===== src/rtl/fc_frame_stack_if.sv =====
// ---------------------------------------------------------------------------
// fc_frame_stack_if
// Bundles the request/response signals between the control unit, the
// register file and the call-frame stack.
//
// Signals:
//   save          control -> stack : push request, 1-cycle pulse
//   restore_req   control -> stack : pop request, 1-cycle pulse
//   fc_frame_in   regfile -> stack : frame to push (regfile fcOut)
//   clr_err       control -> stack : synchronous clear of sticky errors
//   fc_frame_out  stack -> regfile : last popped frame (regfile fcIn)
//   restore_valid stack -> regfile : 1-cycle pulse, fc_frame_out is valid
//   busy          stack -> control : pop in progress
//   depth         stack -> control : number of stored frames
//   full / empty  stack -> control : occupancy flags
//   err           stack -> control : sticky {collision, underflow, overflow}
//
// Modports:
//   master : the requesting side (control unit + regfile)
//   slave  : the stack itself
// ---------------------------------------------------------------------------
interface fc_frame_stack_if #(
    parameter int FRAME_W = 240,
    parameter int PTR_W   = 4
) ();

    logic               save;
    logic               restore_req;
    logic [FRAME_W-1:0] fc_frame_in;
    logic               clr_err;
    logic [FRAME_W-1:0] fc_frame_out;
    logic               restore_valid;
    logic               busy;
    logic [PTR_W:0]     depth;
    logic               full;
    logic               empty;
    logic [2:0]         err;

    modport master (
        output save,
        output restore_req,
        output fc_frame_in,
        output clr_err,
        input  fc_frame_out,
        input  restore_valid,
        input  busy,
        input  depth,
        input  full,
        input  empty,
        input  err
    );

    modport slave (
        input  save,
        input  restore_req,
        input  fc_frame_in,
        input  clr_err,
        output fc_frame_out,
        output restore_valid,
        output busy,
        output depth,
        output full,
        output empty,
        output err
    );

endinterface


===== src/rtl/fc_frame_stack.sv =====
// ---------------------------------------------------------------------------
// fc_frame_stack
// Hardware call-frame stack for the register file's function-call
// save/restore path. A save pulse pushes the current 240-bit register frame;
// a restore_req pulse pops the newest frame, drives it on fc_frame_out and
// then pulses restore_valid so the regfile can write it back.
//
// Ports:
//   clk    : system clock, all state changes on the rising edge
//   reset  : asynchronous, active-high reset
//   bus    : fc_frame_stack_if.slave (requests in, frame/status out)
//
// Every output comes straight from a register (or from a compare on the
// stack pointer / state register), so there is no input-to-output path.
// ---------------------------------------------------------------------------
module fc_frame_stack #(
    parameter int FRAME_W = 240,
    parameter int DEPTH   = 16,
    parameter int PTR_W   = 4
) (
    input  logic                clk,
    input  logic                reset,
    fc_frame_stack_if.slave     bus
);

    typedef enum logic [1:0] {
        IDLE = 2'd0,
        READ = 2'd1,
        DONE = 2'd2
    } state_t;

    localparam logic [PTR_W:0] L_DEPTH = DEPTH[PTR_W:0];
    localparam logic [PTR_W:0] L_ONE   = {{PTR_W{1'b0}}, 1'b1};

    state_t             r_state;
    logic [PTR_W:0]     r_sp;
    logic [FRAME_W-1:0] r_frameOut;
    logic               r_restoreValid;
    logic [2:0]         r_err;
    logic [FRAME_W-1:0] r_mem [DEPTH];

    logic w_idle;
    logic w_full;
    logic w_empty;
    logic w_pushOk;
    logic w_popOk;
    logic w_overflow;
    logic w_underflow;
    logic w_collision;
    logic [2:0] w_newErr;

    // Occupancy flags come from the stack pointer alone; sp counts stored
    // frames and is guarded so it never wraps past 0 or DEPTH.
    assign w_idle  = (r_state == IDLE);
    assign w_full  = (r_sp == L_DEPTH);
    assign w_empty = (r_sp == '0);

    // Request decode. A pop always wins over a simultaneous save; the save
    // is dropped and flagged as a collision. Anything arriving while a pop
    // is still in flight is also a collision and is otherwise ignored.
    assign w_pushOk    = w_idle & bus.save & ~bus.restore_req & ~w_full;
    assign w_popOk     = w_idle & bus.restore_req & ~w_empty;
    assign w_overflow  = w_idle & bus.save & ~bus.restore_req & w_full;
    assign w_underflow = w_idle & bus.restore_req & w_empty;
    assign w_collision = (w_idle & bus.save & bus.restore_req)
                       | (~w_idle & (bus.save | bus.restore_req));
    assign w_newErr    = {w_collision, w_underflow, w_overflow};

    // Frame storage. The RAM is deliberately not reset so it can map onto
    // block/distributed memory; the write slot is the current sp, which is
    // the first free entry.
    always_ff @(posedge clk) begin
        if (w_pushOk) begin
            r_mem[r_sp[PTR_W-1:0]] <= bus.fc_frame_in;
        end
    end

    // Control FSM. A pop decrements sp on the accepting edge so that in READ
    // sp already points at the newest frame; the frame is registered on the
    // next edge together with restore_valid, which is then held for exactly
    // the DONE cycle. Requests seen in READ or DONE only raise the collision
    // flag. The sticky error bits are cleared by clr_err, but an error
    // detected in the same cycle still lands.
    always_ff @(posedge clk or posedge reset) begin
        if (reset) begin
            r_state        <= IDLE;
            r_sp           <= '0;
            r_frameOut     <= '0;
            r_restoreValid <= 1'b0;
            r_err          <= 3'b000;
        end else begin
            r_err <= (bus.clr_err ? 3'b000 : r_err) | w_newErr;
            case (r_state)
                IDLE: begin
                    r_restoreValid <= 1'b0;
                    if (w_popOk) begin
                        r_sp    <= r_sp - L_ONE;
                        r_state <= READ;
                    end else if (w_pushOk) begin
                        r_sp    <= r_sp + L_ONE;
                    end
                end
                READ: begin
                    r_frameOut     <= r_mem[r_sp[PTR_W-1:0]];
                    r_restoreValid <= 1'b1;
                    r_state        <= DONE;
                end
                DONE: begin
                    r_restoreValid <= 1'b0;
                    r_state        <= IDLE;
                end
                default: begin
                    r_restoreValid <= 1'b0;
                    r_state        <= IDLE;
                end
            endcase
        end
    end

    // Output mapping: everything is a register or a compare on one.
    assign bus.fc_frame_out  = r_frameOut;
    assign bus.restore_valid = r_restoreValid;
    assign bus.busy          = ~w_idle;
    assign bus.depth         = r_sp;
    assign bus.full          = w_full;
    assign bus.empty         = w_empty;
    assign bus.err           = r_err;

endmodule


===== src/flat_wrapper.sv =====
// flat-port wrapper written by rule: the top's interface ports become plain ports
module fc_frame_stack_flat 
#(
    parameter int FRAME_W = 240,
    parameter int DEPTH   = 16,
    parameter int PTR_W   = 4
)
  (clk, reset, bus_save, bus_restore_req, bus_fc_frame_in, bus_clr_err, bus_fc_frame_out, bus_restore_valid, bus_busy, bus_depth, bus_full, bus_empty, bus_err);
  fc_frame_stack_if #(.FRAME_W(FRAME_W), .PTR_W(PTR_W)) bus_i ();
  input  logic clk;
  input  logic reset;
  input wire logic [$bits(bus_i.save)-1:0] bus_save;
  input wire logic [$bits(bus_i.restore_req)-1:0] bus_restore_req;
  input wire logic [$bits(bus_i.fc_frame_in)-1:0] bus_fc_frame_in;
  input wire logic [$bits(bus_i.clr_err)-1:0] bus_clr_err;
  output wire logic [$bits(bus_i.fc_frame_out)-1:0] bus_fc_frame_out;
  output wire logic [$bits(bus_i.restore_valid)-1:0] bus_restore_valid;
  output wire logic [$bits(bus_i.busy)-1:0] bus_busy;
  output wire logic [$bits(bus_i.depth)-1:0] bus_depth;
  output wire logic [$bits(bus_i.full)-1:0] bus_full;
  output wire logic [$bits(bus_i.empty)-1:0] bus_empty;
  output wire logic [$bits(bus_i.err)-1:0] bus_err;
  assign bus_i.save = bus_save;
  assign bus_i.restore_req = bus_restore_req;
  assign bus_i.fc_frame_in = bus_fc_frame_in;
  assign bus_i.clr_err = bus_clr_err;
  assign bus_fc_frame_out = bus_i.fc_frame_out;
  assign bus_restore_valid = bus_i.restore_valid;
  assign bus_busy = bus_i.busy;
  assign bus_depth = bus_i.depth;
  assign bus_full = bus_i.full;
  assign bus_empty = bus_i.empty;
  assign bus_err = bus_i.err;
  fc_frame_stack #(.FRAME_W(FRAME_W), .DEPTH(DEPTH), .PTR_W(PTR_W)) u_core (.clk(clk), .reset(reset), .bus(bus_i));
endmodule

===== config.mk =====
export PLATFORM = sky130hd
export DESIGN_NAME = fc_frame_stack_flat
export DESIGN_NICKNAME = d
export VERILOG_FILES = /design/src/rtl/fc_frame_stack_if.sv /design/src/rtl/fc_frame_stack.sv /design/src/flat_wrapper.sv
export SDC_FILE = /design/constraint.sdc
export NUM_CORES = 2
export LEC_CHECK = 0
export CAP_MARGIN = 20
export CORE_MARGIN = 5
export CORE_UTILIZATION = 56
export DETAILED_ROUTE_END_ITERATION = 10
export GPL_TIMING_DRIVEN = 0
export PLACE_DENSITY = 0.74
export REMOVE_ABC_BUFFERS = 1
export SLEW_MARGIN = 20
export SYNTH_ARGS = -nofsm -noshare
export SYNTH_HDL_FRONTEND = slang
export SYNTH_SLANG_ARGS = --single-unit
export TNS_END_PERCENT = 100

===== constraint.sdc =====
create_clock -name clk -period 21.8 [get_ports clk]
set_clock_uncertainty 0.05 [all_clocks]
set_input_delay 3.27 -clock clk [delete_from_list [all_inputs] [get_ports clk]]
set_output_delay 3.27 -clock clk [all_outputs]
set_load 0.1 [all_outputs]

Yosys cells after proc, flatten, opt, wreduce, memory -nomap -nowiden
Memories as Yosys holds them, arrays and structs flattened. A register that Yosys moved wholly into a read port is not among the register bits. Cells that the tools add are included.

Add/subtract/negate cells: 2. $mul: 0. Div/mod/pow operators: 0. $lt $le $gt $ge: 0. Eq/ne operators: 3. Shift operators: 0. Multiplexer cells: 8. Bitwise logic cells: 16. Reduce and logical (&&, ||, !) cells: 4.

Operators by type and width (number): 5-bit two-way mux (2); 1-bit bitwise AND (9); 5-bit by 1-bit adder with 5-bit output (second input constant) (1); 5-bit == test (second input constant) (1); 5-bit logical NOT (1); 5-bit by 1-bit subtractor with 5-bit output (second input constant) (1); 1-bit inverter (4); 2-bit one-hot mux with 2 select lines (1); 1-bit two-way mux (3); 3-bit two-way mux (1); 3-bit bitwise OR (1); 2-bit by 1-bit == test with 1-bit output (second input constant) (1); 2-bit logical NOT (1); 2-bit two-way mux (1); 2-bit inequality test (second input constant) (1); 1-bit bitwise OR (2); 2-bit AND reduction (1); 2-bit nonzero test (1).

Bits in registers: 11. Bits in latches: 0. Memory bits (writable): 3840. Bits in read-only memories: 0. Input port bits: 245. Word-level logic and storage cells: 38. Memories: 1.

Memories: u_core.r_mem (words 16, width 240, rd ports 1, clocked after Yosys merged registers in 1, wr ports 1, line fc_frame_stack.sv:40) `logic [FRAME_W-1:0] r_mem [DEPTH];`.

Longest topological paths before layout
Depth in word-level cells: 6. Mapped depth: 12. Depth with buffers taken out: 8.

Worst setup path after synthesis
Ideal clock, no wire load.

Path type: input to register. From: input port bus_restore_req. To: memory u_core.r_mem[2][0] (enable). Setup time: 1.132 ns. Data arrival time: 20.481 ns. Required time: 20.618 ns. Setup slack: 0.137 ns. Stages: 3. Path buffers: 0. Cell sequence: nor4b_1 -> nand3_1 -> nor3_1.

Word-level cells in the longest chain between the ends: 5.

RTL lines: start, declared (line flat_wrapper.sv:13) `input wire logic [$bits(bus_i.restore_req)-1:0] bus_restore_req;`; 1-bit inverter (line fc_frame_stack.sv:61) `assign w_pushOk = w_idle & bus.save & ~bus.restore_req & ~w_full;`; 1-bit bitwise AND (2 in a row) (line fc_frame_stack.sv:61); 1-bit two-way mux (line fc_frame_stack.sv:73) `if (w_pushOk) begin`; 1-bit two-way mux (implied by the code) (line fc_frame_stack.sv:74) `r_mem[r_sp[PTR_W-1:0]] <= bus.fc_frame_in;`; end, declared (line fc_frame_stack.sv:40).

No other way between the ends.

Final worst setup path
From: register u_core.r_sp[3] (netlist: u_core.bus.depth[3]). To: output port bus_depth[3].

RTL lines: start, declared (line fc_frame_stack.sv:36) `logic [PTR_W:0] r_sp;`; start signal, assigned (line fc_frame_stack.sv:97) `r_sp <= r_sp - L_ONE;`; start signal, assigned (line fc_frame_stack.sv:100) `r_sp <= r_sp + L_ONE;`; end, declared (line flat_wrapper.sv:19) `output wire logic [$bits(bus_i.depth)-1:0] bus_depth;`.

No word-level cell between the ends.

==> impl_metrics.sql <==
INSERT INTO impl_metrics (metric_group, metric, value, unit) VALUES
('outcome', 'status', 'complete, no violations', ''),
('layout', 'n_fill_cell', '16700', ''),
('power', 'post_layout_total_power', '24.6', 'mW'),
('global_routing', 'largest_net_degree_at_the_start_of_global_routing', '69', ''),
('layout', 'fraction_of_final_layout_cells_with_drive_strength_greater_than_1', '18.7', '%'),
('yosys', 'ys_warn_count', '0', ''),
('place', 'dp.cells', '11900', ''),
('sta', 'layout_min_cycle_time', '7800', 'ps'),
('worst_setup_path', 'cp-end-kind', 'output port', ''),
('power', 'comb_power_share', '33.5', '%'),
('clock_network', 'tritoncts.num_buffers', '398', ''),
('worst_setup_path', 'crit_arrival', '4480', 'ps'),
('yosys', 'cells_after_synthesis', '7761', ''),
('place', 'placement.cell_area', '171000', 'µm²'),
('yosys', 'synth-seq-cells', '4091', ''),
('detailed_routing', 'route.detailed.wl_per_inst', '30.9', 'µm'),
('global_routing', 'grt_antenna_before_repair', '76', ''),
('sta', 'post-route-period-util', '35.8', '%'),
('floorplanning', 'placeable_area', '274000', 'µm²'),
('yosys', 'yosysTopAreaCellShare', '74.9', '%'),
('global_routing', 'grt_use_total', '27.1', '%'),
('yosys', 'avgSynthCellArea', '19.8', 'µm²'),
('clock_network', 'cts_max_path_buffers', '4', ''),
('yosys', 'ys_seq_area_share', '78.9', '%'),
('detailed_routing', 'vias_per_cell', '6.38', ''),
('clock_network', 'clock_insertion_delay_worst_skew', '930', 'ps'),
('layout', 'final_design_area_no_fill', '185000', 'µm²'),
('layout', 'fin_util', '67.5', '%'),
('worst_setup_path', 'crit_slowest_cell', 'sky130_fd_sc_hd__clkdlybuf4s50_1', ''),
('worst_setup_path', 'timing.critical_path.cells', 'buf_12 -> buf_12 -> buf_12 -> buf_16 -> buf_12 -> clkdlybuf4s50_1', ''),
('power', 'power.share.switching', '34.3', '%'),
('floorplanning', 'die_h', '534', 'µm'),
('place', 'post-dp-hpwl', '248000', 'µm'),
('yosys', 'synthDistinctLibCells', '47', ''),
('global_routing', 'via_count_of_the_first_global_routing_pass', '83100', ''),
('job', 'max-cap-violations', '0', ''),
('sta', 'max-slew-margin-rel', '22.4', '%'),
('worst_setup_path', 'critical_path_source_type', 'flip-flop', ''),
('clock_network', 'cts.sinks', '4091', ''),
('power', 'power_per_cell_area', '133', 'nW/µm²'),
('detailed_routing', 'number_of_search_and_repair_iterations_in_the_first_detailed_routing_pass', '5', ''),
('worst_hold_path', 'worstHoldPathType', 'flip-flop to flip-flop', ''),
('worst_setup_path', 'reg2reg_setup_slack', '16170', 'ps'),
('detailed_routing', 'drtIter0Drc', '8572', ''),
('clock_network', 'root_buffer', 'sky130_fd_sc_hd__clkbuf_16', ''),
('sta', 'final_hold_viol_count', '0', ''),
('layout', 'layout-area-overhead-vs-synth', '20.0', '%'),
('clock_network', 'cts-htree-levels', '5', ''),
('floorplanning', 'initial_core_util', '56.3', '%'),
('sta', 'fin_setup_tns', '0', 'ps'),
('power', 'clkPwrFrac', '28.2', '%'),
('place', 'port_buffers', '496', ''),
('sta', 'timing.final.setup_violations', '0', ''),
('floorplanning', 'io-pin-count', '497', ''),
('detailed_routing', 'routed_wl', '394000', 'µm'),
('detailed_routing', 'antenna_left', '0', ''),
('clock_network', 'tritoncts', 'yes', ''),
('power', 'sequential_fraction_of_design_power', '38.3', '%'),
('yosys', 'postSynth.topFlopCell', 'sky130_fd_sc_hd__edfxtp_1', ''),
('sta', 'worst-slew-pin-transition', '1160', 'ps'),
('yosys', 'ys_top_cells_by_area', 'sky130_fd_sc_hd__edfxtp_1 75%, sky130_fd_sc_hd__mux2i_1 7.9%, sky130_fd_sc_hd__mux4_2 5.2%', ''),
('yosys', 'synth_area_leader_cell', 'sky130_fd_sc_hd__edfxtp_1', ''),
('power', 'switchingPower', '8.42', 'mW'),
('sta', 'max_clock_freq', '128', 'MHz'),
('worst_setup_path', 'slowest_delay', '1190', 'ps'),
('layout', 'final_cell_count_no_fill', '12700', ''),
('sta', 'rsz_0062_raised_after_global_routing', 'no', ''),
('clock_network', 'postCtsSetupRepairBufs', '0', ''),
('global_routing', 'globalRoute.totalOverflow', '0', ''),
('worst_setup_path', 'cp_data_required_time', '18480', 'ps'),
('detailed_routing', 'route.vias.total', '81200', '');
==> power by group through the flow <==
stage / Combinational (mW) / Sequential, mW / Clock, mW
after floorplan: 6.63 / 11.5 / 0
after global placement: 10.5 / 10.4 / 0
after detailed placement: 8.22 / 9.55 / 0
after CTS: 8.27 / 9.39 / 7.03
after global routing: 8.60 / 9.43 / 7.37
final: 8.23 / 9.39 / 6.93
==> synthesized netlist by cell type (5+ instances only) <==
master                     instances
sky130_fd_sc_hd__buf_6            34
sky130_fd_sc_hd__clkbuf_1        251
sky130_fd_sc_hd__nand2_1           5
sky130_fd_sc_hd__buf_1            19
sky130_fd_sc_hd__o21ai_1         125
sky130_fd_sc_hd__a221oi_1        124
sky130_fd_sc_hd__a21oi_1         118
sky130_fd_sc_hd__buf_2           136
sky130_fd_sc_hd__mux2_2          116
sky130_fd_sc_hd__buf_4            22
sky130_fd_sc_hd__dfrtp_1         251
sky130_fd_sc_hd__nand3_1           5
sky130_fd_sc_hd__nor2_1          380
sky130_fd_sc_hd__mux4_2          356
sky130_fd_sc_hd__o22ai_1         482
sky130_fd_sc_hd__mux2i_1        1208
sky130_fd_sc_hd__a211oi_1        116
sky130_fd_sc_hd__edfxtp_1       3840
sky130_fd_sc_hd__a31oi_1         124
sky130_fd_sc_hd__inv_1             6
==> worst max-delay path, delay by kind of cell, from the launching register on <==
family | cells | cell delay [ps]
buffers and inverters | 6 | 2560
flip-flops | 1 | 810
==> path summary, 6_finish.rpt <==
| path | startpoint | endpoint | depth (start not counted) |
|---|---|---|---|
| max | u_core.bus.depth[3] | bus_depth[3] | 6 |
| min | u_core.bus.fc_frame_out[183] | u_core.bus.fc_frame_out[183] | 2 |
| max reg2reg | u_core.bus.depth[0] | u_core.r_mem[1][45] | 14 |
| min reg2reg | u_core.bus.fc_frame_out[183] | u_core.bus.fc_frame_out[183] | 2 |
| max in group asynchronous | reset | u_core.bus.fc_frame_out[196] | 4 |
| min in group asynchronous | reset | u_core.bus.fc_frame_out[160] | 2 |
==> cells by family (layout without fill, tap and decap cells) <==
family | Yosys count | in the layout | synth area share (%)
AOI/OAI and AO/OA | 1098 | 1098 | 4.57
xor gates and xnor gates | 3 | 3 | 0.0171
adders and majority gates | 1 | 1 | 0.00812
buffers and inverters | 470 | 1810 | 1.48
DFF | 4091 | 4091 | 78.9
muxes | 1681 | 1681 | 13.9
other | 0 | 43 | 0
and+or+nand+nor | 417 | 417 | 1.08
==> cell usage in the layout, fill, tap and decap left out, types with 6 or more instances in the layout <==
cell	synthesis	final
sky130_fd_sc_hd__edfxtp_1	3840	3840
sky130_fd_sc_hd__mux2i_1	1208	1208
sky130_fd_sc_hd__o22ai_1	482	482
sky130_fd_sc_hd__clkdlybuf4s50_1	0	463
sky130_fd_sc_hd__clkbuf_16	0	408
sky130_fd_sc_hd__nor2_1	380	367
sky130_fd_sc_hd__mux4_2	356	356
sky130_fd_sc_hd__dfrtp_1	251	248
sky130_fd_sc_hd__buf_12	0	168
sky130_fd_sc_hd__buf_16	0	166
sky130_fd_sc_hd__buf_4	22	140
sky130_fd_sc_hd__o21ai_1	125	125
sky130_fd_sc_hd__a221oi_1	124	124
sky130_fd_sc_hd__a31oi_1	124	124
sky130_fd_sc_hd__a21oi_1	118	118
sky130_fd_sc_hd__mux2_2	116	116
sky130_fd_sc_hd__a211oi_1	116	116
sky130_fd_sc_hd__clkbuf_1	251	96
sky130_fd_sc_hd__clkinv_2	0	68
sky130_fd_sc_hd__buf_6	34	63
sky130_fd_sc_hd__clkbuf_8	0	56
sky130_fd_sc_hd__diode_2	0	43
sky130_fd_sc_hd__clkinv_1	0	43
sky130_fd_sc_hd__bufinv_16	0	34
sky130_fd_sc_hd__buf_2	136	29
sky130_fd_sc_hd__buf_8	0	22
sky130_fd_sc_hd__clkinvlp_4	0	18
sky130_fd_sc_hd__nor2_4	0	13
sky130_fd_sc_hd__inv_6	0	6
==> metal layers <==
layer | vias to the layer above | track usage [%] | wire length (µm)
met5 | - | 0 | 405
met4 | 58 | 9.69 | 13900
met3 | 872 | 6.27 | 36600
met2 | 4018 | 45.6 | 197000
met1 | 42400 | 35.1 | 145000
li1 | 33900 | - | -
==> flip-flops by register name, indices dropped and copies added, names as in the netlist <==
name and count:
u_core.bus.fc_frame_out 240, u_core.r_mem 3840, u_core.r_state 2, u_core.bus.depth 5, u_core.bus.err 3, u_core.bus.restore_valid 1
==> layout make-up <==
cell class                 instances  area (µm²)  share of cell area [%]
clock inverter                   187        2040                    1.10
antenna                           43         108                  0.0582
inverter                           8        45.0                  0.0244
sequential                      4091      122000                    65.8
clock buffer                     560       11300                    6.14
tap                             3589        4490                    2.43
multi-input combinational       3200       30300                    16.4
timing repair buffer            1055       14800                    8.02
==> through the flow <==
stage / setup WS (ps) / hold slack (ps)
after floorplan: -50770 / 422
after global placement: -172600 / 443
after detailed placement: 13780 / 465
after CTS: 13920 / 477
after global routing: 13850 / 500
final: 14000 / 480
No activity file was read; power rests on OpenSTA's default activity.
